===== src/rtl/mod3709_pkg.sv =====
// Shared constants and types for the mod-3709 arithmetic datapath.
package mod3709_pkg;

  localparam int unsigned Q   = 3709;        // prime modulus
  localparam int unsigned W   = 12;          // operand/result width, ceil(log2 Q)
  localparam int unsigned QX2 = 2 * Q;       // compare point for the double subtract
  localparam int unsigned KW  = $clog2(W);   // multiplier bit counter width

  typedef enum logic [1:0] {
    IDLE = 2'd0,
    BUSY = 2'd1,
    DONE = 2'd2
  } state_e;

endpackage


===== src/rtl/mod3709_csub.sv =====
// Conditional double subtract: reduces a value below 3Q into the range 0..Q-1.
module mod3709_csub
  import mod3709_pkg::*;
(
  input  logic [W+1:0] t_i,
  output logic [W-1:0] r_o
);

  localparam logic [W+1:0] Q_T   = (W+2)'(Q);
  localparam logic [W+1:0] QX2_T = (W+2)'(QX2);

  // Subtract 2Q or Q depending on which band the input falls into.
  always_comb begin
    // NOTE: r_o gets a value on every path, so no latch is inferred.
    r_o = t_i[W-1:0];
    if (t_i >= QX2_T) begin
      r_o = W'(t_i - QX2_T);
    end else if (t_i >= Q_T) begin
      r_o = W'(t_i - Q_T);
    end
  end

endmodule


===== src/rtl/modmul_3709_seq.sv =====
// Sequential a*b mod 3709 using interleaved (Blakley) shift-add reduction,
// one multiplier bit per cycle, MSB first, with valid/ready on both sides.
module modmul_3709_seq
  import mod3709_pkg::*;
(
  input  logic         clk,
  input  logic         rst,
  input  logic         in_valid,
  output logic         in_ready,
  input  logic [W-1:0] in_a,
  input  logic [W-1:0] in_b,
  output logic         out_valid,
  input  logic         out_ready,
  output logic [W-1:0] out_c
);

  localparam logic [KW-1:0] K_LAST = KW'(W - 1);

  state_e          state_q;
  logic [W-1:0]    a_q;
  logic [W-1:0]    b_q;
  logic [W-1:0]    acc_q;
  logic [W-1:0]    acc_d;
  logic [KW-1:0]   k_q;
  logic [W-1:0]    out_c_q;
  logic [W+1:0]    t_d;
  logic [W-1:0]    a_red;
  logic [W-1:0]    b_red;

  // One Blakley step: double the accumulator and add a' when multiplier bit k is set.
  always_comb begin
    t_d = {1'b0, acc_q, 1'b0};
    if (b_q[k_q]) begin
      t_d = t_d + {2'b00, a_q};
    end
  end

  // Step reduction: t < 3Q, so at most two subtractions of Q are needed.
  mod3709_csub u_step (
    .t_i (t_d),
    .r_o (acc_d)
  );

  // Operand pre-reduction: inputs are below 2Q, so the top bits are zero.
  mod3709_csub u_pre_a (
    .t_i ({2'b00, in_a}),
    .r_o (a_red)
  );

  mod3709_csub u_pre_b (
    .t_i ({2'b00, in_b}),
    .r_o (b_red)
  );

  // Control FSM and datapath registers; reset aborts any operation in flight.
  always_ff @(posedge clk or posedge rst) begin
    if (rst) begin
      // NOTE: operand registers are reset too, so nothing stale can leak into a result.
      state_q <= IDLE;
      a_q     <= '0;
      b_q     <= '0;
      acc_q   <= '0;
      k_q     <= K_LAST;
      out_c_q <= '0;
    end else begin
      // NOTE: non-blocking assignments keep every register sampling pre-edge values.
      case (state_q)
        IDLE: begin
          if (in_valid) begin
            a_q     <= a_red;
            b_q     <= b_red;
            acc_q   <= '0;
            k_q     <= K_LAST;
            state_q <= BUSY;
          end
        end
        BUSY: begin
          acc_q <= acc_d;
          if (k_q == '0) begin
            out_c_q <= acc_d;
            k_q     <= K_LAST;
            state_q <= DONE;
          end else begin
            k_q <= k_q - KW'(1);
          end
        end
        DONE: begin
          if (out_ready) begin
            state_q <= IDLE;
          end
        end
        default: state_q <= IDLE;
      endcase
    end
  end

  assign in_ready  = (state_q == IDLE);
  assign out_valid = (state_q == DONE);
  assign out_c     = out_c_q;

endmodule


===== config.mk =====
export PLATFORM = sky130hd
export DESIGN_NAME = modmul_3709_seq
export DESIGN_NICKNAME = d
export VERILOG_FILES = /design/src/rtl/mod3709_pkg.sv /design/src/rtl/mod3709_csub.sv /design/src/rtl/modmul_3709_seq.sv
export SDC_FILE = /design/constraint.sdc
export NUM_CORES = 1
export LEC_CHECK = 0
export CAP_MARGIN = 10
export CORE_MARGIN = 2
export CORE_UTILIZATION = 65
export CTS_CLUSTER_DIAMETER = 60
export DETAILED_ROUTE_END_ITERATION = 8
export DONT_BUFFER_PORTS = 1
export PLACE_DENSITY = 0.81
export SLEW_MARGIN = 20
export SYNTH_ARGS = -nofsm -noshare
export SYNTH_HDL_FRONTEND = slang
export SYNTH_SLANG_ARGS = --single-unit

===== constraint.sdc =====
create_clock -name clk -period 8.3 [get_ports clk]
set_clock_uncertainty 0.1 [all_clocks]
set_input_delay 2.075 -clock clk [delete_from_list [all_inputs] [get_ports clk]]
set_output_delay 2.075 -clock clk [all_outputs]
set_load 0.05 [all_outputs]

==> flow_summary.toml, run 1 <==
[outcome]
status = "finished, final reports clean"

[logic_synthesis]
synth_ff_type = "dfrtp_1"
synth_cell_types = 75
synth-seq-area-share_pct = 32.8
avgSynthCellArea_um2 = 8.63
syn_area_um2 = 4130
ys_warn_count = 0
postSynthCellCount = 479
synth_nets = 530
synth_edf_count = 0
async_reset_ff_share_pct = 100
synth-seq-cells = 54

[critical_path]
rr_endpoint = "out_c[6]$_DFFE_PP0P_"
r2r-start = "k_q[0]$_DFFE_PP1P_"
critPathCaptureType = "register"
cp.arrival_ps = 4370
cp-start-kind = "register"
crit_type = "register to register"
crit_fanout = 20
reg2reg_slack_ps = 3990
required_ps = 8360
r2r_cells = 16

[clock_tree]
cts_hold_buf = 0
cts.reportedPaths.clkPinSlew_ps = 100
clk_latency_ps = 310
tritoncts = "done"
cts_sinks = 54
clock_path_buffers = 2
cts_root_buf = "clkbuf_8"
cts_resized = 0
cts_setup_buffers = 0
cts_buffers = 5
cts.htree.levels = 2

[final_layout]
antenna_cells = 0
drive_above_1_share_pct = 8.32
final_nets = 520
final_common_cell = "nand2_1"
final_cells = 546
postLayoutCellArea_um2 = 4230
final_core_util_pct = 67.8
syn_to_final_growth_pct = 2.42
final_cell_mix = "66 x nand2_1, 51 x o21ai_0, 51 x dfrtp_1, 29 x nand3_1, 27 x nor2_1"

[grt]
antenna_found_initial = 0
grt_start_max_net_pins = 58
grt_pass1_vias = 3394
grt_overflow_total = 0
track_usage_pct = 27.1
grt_pass1_wl_mm = 15.6

[timing]
finalMaxSlewViolations = 0
relSlewSlack_pct = 35.1
max_freq_mhz = 232
rsz0062_at_grt = "no"
setup_viol = 0
period_share_pct = 51.9
fin_crit_ps = 4310
hold_viol_final = 0
tightest_slew_ps = 969
tns_ps = 0

[hold_path]
whs_path_depth = 2
worstHoldStart = "b_q[7]$_DFFE_PP0P_"
hold_end = "b_q[7]$_DFFE_PP0P_"
hold_class = "register to register"

[die]
core_area_um2 = 6240
initial_core_util_pct = 66.2
core.rowCount = 29
dieArea_um2 = 7010
io_pins = 42
dieWidth_um = 83.7
die_h_um = 83.7

[placement]
place_inst = 539
io_buffers = 0
place_area_um2 = 4150
hpwl_mm = 7.13
gp_congestion = 0.912

[detailed_routing]
avgRoutedWirePerCell_um = 17.0
firstDrtPassIters = 5
vias_per_cell = 6.43
drt_iter0_drc = 248
dr_total_vias = 3511
wirelength_mm = 9.26
drtAntennaViolNets = 0
route.detailed.drc = 0

[job]
maxCapViolCount = 0
-- worst max-delay path, stage by stage (launching register included) --
cell      delay, ps
dfstp_2         630
mux4_2          530
mux2i_2         280
o21ai_2         310
nand2_1         160
nand2_1         110
inv_1           170
ha_1            200
nor2b_1         170
nor2_1           60
nand3_1          80
o221ai_2        120
a32oi_4         410
o211ai_2        170
o211ai_1        200
mux2i_1         300
o311ai_2        140
-- area by class of cell --
type,instances,area (µm²)
repair buffers,3,22.5
multi-input cells,391,2620
clock buffers,5,68.8
clock inverters,2,15.0
inverters,14,52.6
well taps,77,96.3
fillers,538,2010
flip-flops and latches,54,1360
-- cells in the mapped netlist (7+ instances only) --
library cell | number | share of area [%]
clkbuf_1 | 15 | 1.4
nand3_1 | 29 | 3.5
o21ai_1 | 10 | 1.2
a21oi_1 | 17 | 2.1
ha_1 | 22 | 6.7
nand4_1 | 8 | 1.2
nor2b_1 | 7 | 1.1
nor3_1 | 13 | 1.6
mux2i_1 | 7 | 1.7
a21o_1 | 8 | 1.5
xor2_1 | 14 | 3.0
o21ai_0 | 51 | 6.2
xnor2_1 | 15 | 3.2
o211ai_1 | 7 | 1.3
inv_1 | 14 | 1.3
nand2_1 | 66 | 6.0
dfrtp_1 | 51 | 31
nor2_1 | 27 | 2.5
-- worst max path at each step --
stage	from	end
3_3_place_gp	k_q[0]$_DFFE_PP1P_	acc_q[6]$_DFFE_PP0P_
3_5_place_dp	k_q[0]$_DFFE_PP1P_	out_c[6]$_DFFE_PP0P_
2_1_floorplan	k_q[0]$_DFFE_PP1P_	acc_q[6]$_DFFE_PP0P_
5_1_grt	k_q[0]$_DFFE_PP1P_	out_c[6]$_DFFE_PP0P_
4_1_cts	k_q[0]$_DFFE_PP1P_	out_c[6]$_DFFE_PP0P_
6_report	k_q[0]$_DFFE_PP1P_	out_c[6]$_DFFE_PP0P_
-- through the flow --
stage               worst slack [ps]  hold slack, ps
global route                    3710             421
global placement                4200             366
CTS                             4040             395
detailed placement              4070             372
finish                          3990             394
floorplan                       4130             345
-- flip-flops by register name, summed over array words and instances, names as in the netlist --
signal,cells
state_q,2
k_q,4
acc_q,12
out_c,12
a_q,12
b_q,12
-- layer usage --
| layer | routed length, µm | global-route usage [%] | share of wire [%] |
|---|---|---|---|
| met1 | 3930 | 35.3 | 42 |
| met2 | 4490 | 43.9 | 49 |
| met3 | 491 | 4.55 | 5.3 |
| met4 | 346 | 13.8 | 3.7 |
| met5 | 0 | 0 | 0 |
-- cell families after synthesis --
logic type | synth area share, %
and+or+nand+nor | 21.7
AOI/OAI and AO/OA | 23.9
DFF | 32.8
buffers and inverters | 3.75
xor gates and xnor gates | 6.15
adders and majority gates | 7.15
muxes | 4.63
Power of run 1 is not shown: default switching activity piles up to over one toggle a cycle in this logic, so the estimate is an artifact.
==> inputs of run 2 (changes only) <==
- clock period: 8.3 -> 4.45 ns (I/O delays scaled with it)
==> run 2 against run 1 <==
Compared with the run above: clock-buffer cell count unchanged; register-to-register slack worse by 3600 ps; die area stayed put; setup slack got worse by 3600 ps; via count up 2.3%; wire length grew 3.9%; design area grew 1.4%; core utilization increased by 0.94 points; cell count rose by 0.92%; non-clock buffer count increased by 4; sequential cell count did not move; critical path type unchanged.
==> flow_summary.toml, run 2 (synthesis results as in run 1) <==
[critical_path]
crit_fanout = 15
cp_num_cells = 16
slowest_delay_ps = 640
reg2reg_slack_ps = 350
crit_family = "compound AO/OA/AOI/OAI gates"
path_cells = "mux4_2, mux2i_2, o21ai_2, buf_4, nand2_1, inv_1, ha_1, nor2b_1, nor2_1, nand3_1, o221ai_2, a32oi_4, o211ai_2, o211ai_1, mux2i_1, o311ai_2"
cp-start-kind = "register"
cp.arrival_ps = 4180
r2r_cells = 16
required_ps = 4530
critPathCaptureType = "register"
slowest_stage = "dfstp_2"
crit_type = "register to register"
cp_num_buf_inv = 2

[timing]
holdWs_ps = 384
hold_viol_final = 0
setup_viol = 0
tns_ps = 0
relSlewSlack_pct = 44.8
period_share_pct = 92.2
rsz0062_at_grt = "no"
fin_crit_ps = 4100
tightest_slew_ps = 826
max_freq_mhz = 244
finalMaxSlewViolations = 0

[final_layout]
syn_to_final_growth_pct = 3.85
final_nets = 524
final_cells = 551
drive_above_1_share_pct = 9.28
postLayoutCellArea_um2 = 4290
antenna_cells = 0
final_cell_mix = "66 x nand2_1, 51 x o21ai_0, 51 x dfrtp_1, 29 x nand3_1, 27 x nor2_1"
final_common_cell = "nand2_1"

[detailed_routing]
dr_total_vias = 3593
drt_iter0_drc = 333
met2_wirelength_mm = 4.75
top_layer_used = "met4"
route.detailed.drc = 0
firstDrtPassIters = 5
wl_met1_mm = 4.21
wl_met3_um = 419
vias_per_cell = 6.52
avgRoutedWirePerCell_um = 17.4
drtAntennaViolNets = 0
wirelength_mm = 9.61

[clock_tree]
clock_path_buffers = 2
cts_hold_buf = 0
cts_root_buf = "clkbuf_8"
cts_buffers = 5
cts_sinks = 54
cts.reportedPaths.clkPinSlew_ps = 110
cts.htree.levels = 2
clk_latency_ps = 320
cts_resized = 0
tritoncts = "done"
cts_setup_buffers = 0

[die]
initial_core_util_pct = 66.2
die_h_um = 83.7
dieWidth_um = 83.7
core_area_um2 = 6240
io_pins = 42
core.rowCount = 29
dieArea_um2 = 7010

[placement]
place_inst = 543
io_buffers = 0
place_area_um2 = 4180
hpwl_mm = 7.48
gp_congestion = 0.958

[job]
maxCapViolCount = 0

[hold_path]
whs_path_depth = 2
hold_class = "register to register"

[grt]
antenna_found_initial = 0
grt_pass1_vias = 3521
grt_pass1_wl_mm = 16.3
grt_start_max_net_pins = 40
track_usage_pct = 28.6
grt_overflow_total = 0

[outcome]
status = "finished, final reports clean"
-- run 2: final cells by class --
cell class / instances / area (µm²)
Inverter: 14 / 52.6
Multi-Input combinational cell: 391 / 2620
Clock inverter: 3 / 43.8
Sequential cell: 54 / 1360
Clock buffer: 5 / 68.8
Tap cell: 77 / 96.3
Fill cell: 515 / 1950
Timing Repair Buffer: 7 / 52.6
-- run 2: routing by layer --
metal | vias up | GRT usage [%]
met5 | - | 0
met4 | 0 | 9.38
met3 | 27 | 5.04
met2 | 120 | 50.7
met1 | 1705 | 35.1
li1 | 1741 | -
-- run 2: worst reg2reg max path: stages (launching register included) --
cell,delay [ps]
dfstp_2,640
mux4_2,540
mux2i_2,300
o21ai_2,160
buf_4,230
nand2_1,130
inv_1,80
ha_1,190
nor2b_1,150
nor2_1,70
nand3_1,90
o221ai_2,130
a32oi_4,410
o211ai_2,180
o211ai_1,190
mux2i_1,280
o311ai_2,130
-- run 2: final timing paths --
path,startpoint,endpoint
hold reg to reg,b_q[7]$_DFFE_PP0P_,b_q[7]$_DFFE_PP0P_
max in group asynchronous,rst,k_q[1]$_DFFE_PP1P_
setup reg to reg,k_q[0]$_DFFE_PP1P_,out_c[6]$_DFFE_PP0P_
hold / removal,b_q[7]$_DFFE_PP0P_,b_q[7]$_DFFE_PP0P_
setup / recovery,k_q[0]$_DFFE_PP1P_,out_c[6]$_DFFE_PP0P_
min in group asynchronous,rst,acc_q[8]$_DFFE_PP0P_
-- run 2: per-stage QoR --
| step | setup WS (ps) | utilization [%] |
|---|---|---|
| 3_3_place_gp | 531 | 66.9 |
| 2_1_floorplan | 276 | - |
| 3_5_place_dp | 439 | 66.9 |
| 5_1_grt | 42.3 | 68.7 |
| 6_report | 348 | 68.7 |
| 4_1_cts | 392 | 68.7 |
Power of run 2 is left out for the same reason.
==> inputs of run 3 (changes only) <==
- CTS_CLUSTER_DIAMETER: 60 -> 100
- HOLD_SLACK_MARGIN: unset -> 0.02
==> results of run 3 <==
The final DEF is identical to that of run 2; final timing and power are the same.
Power of run 3 is left out for the same reason.
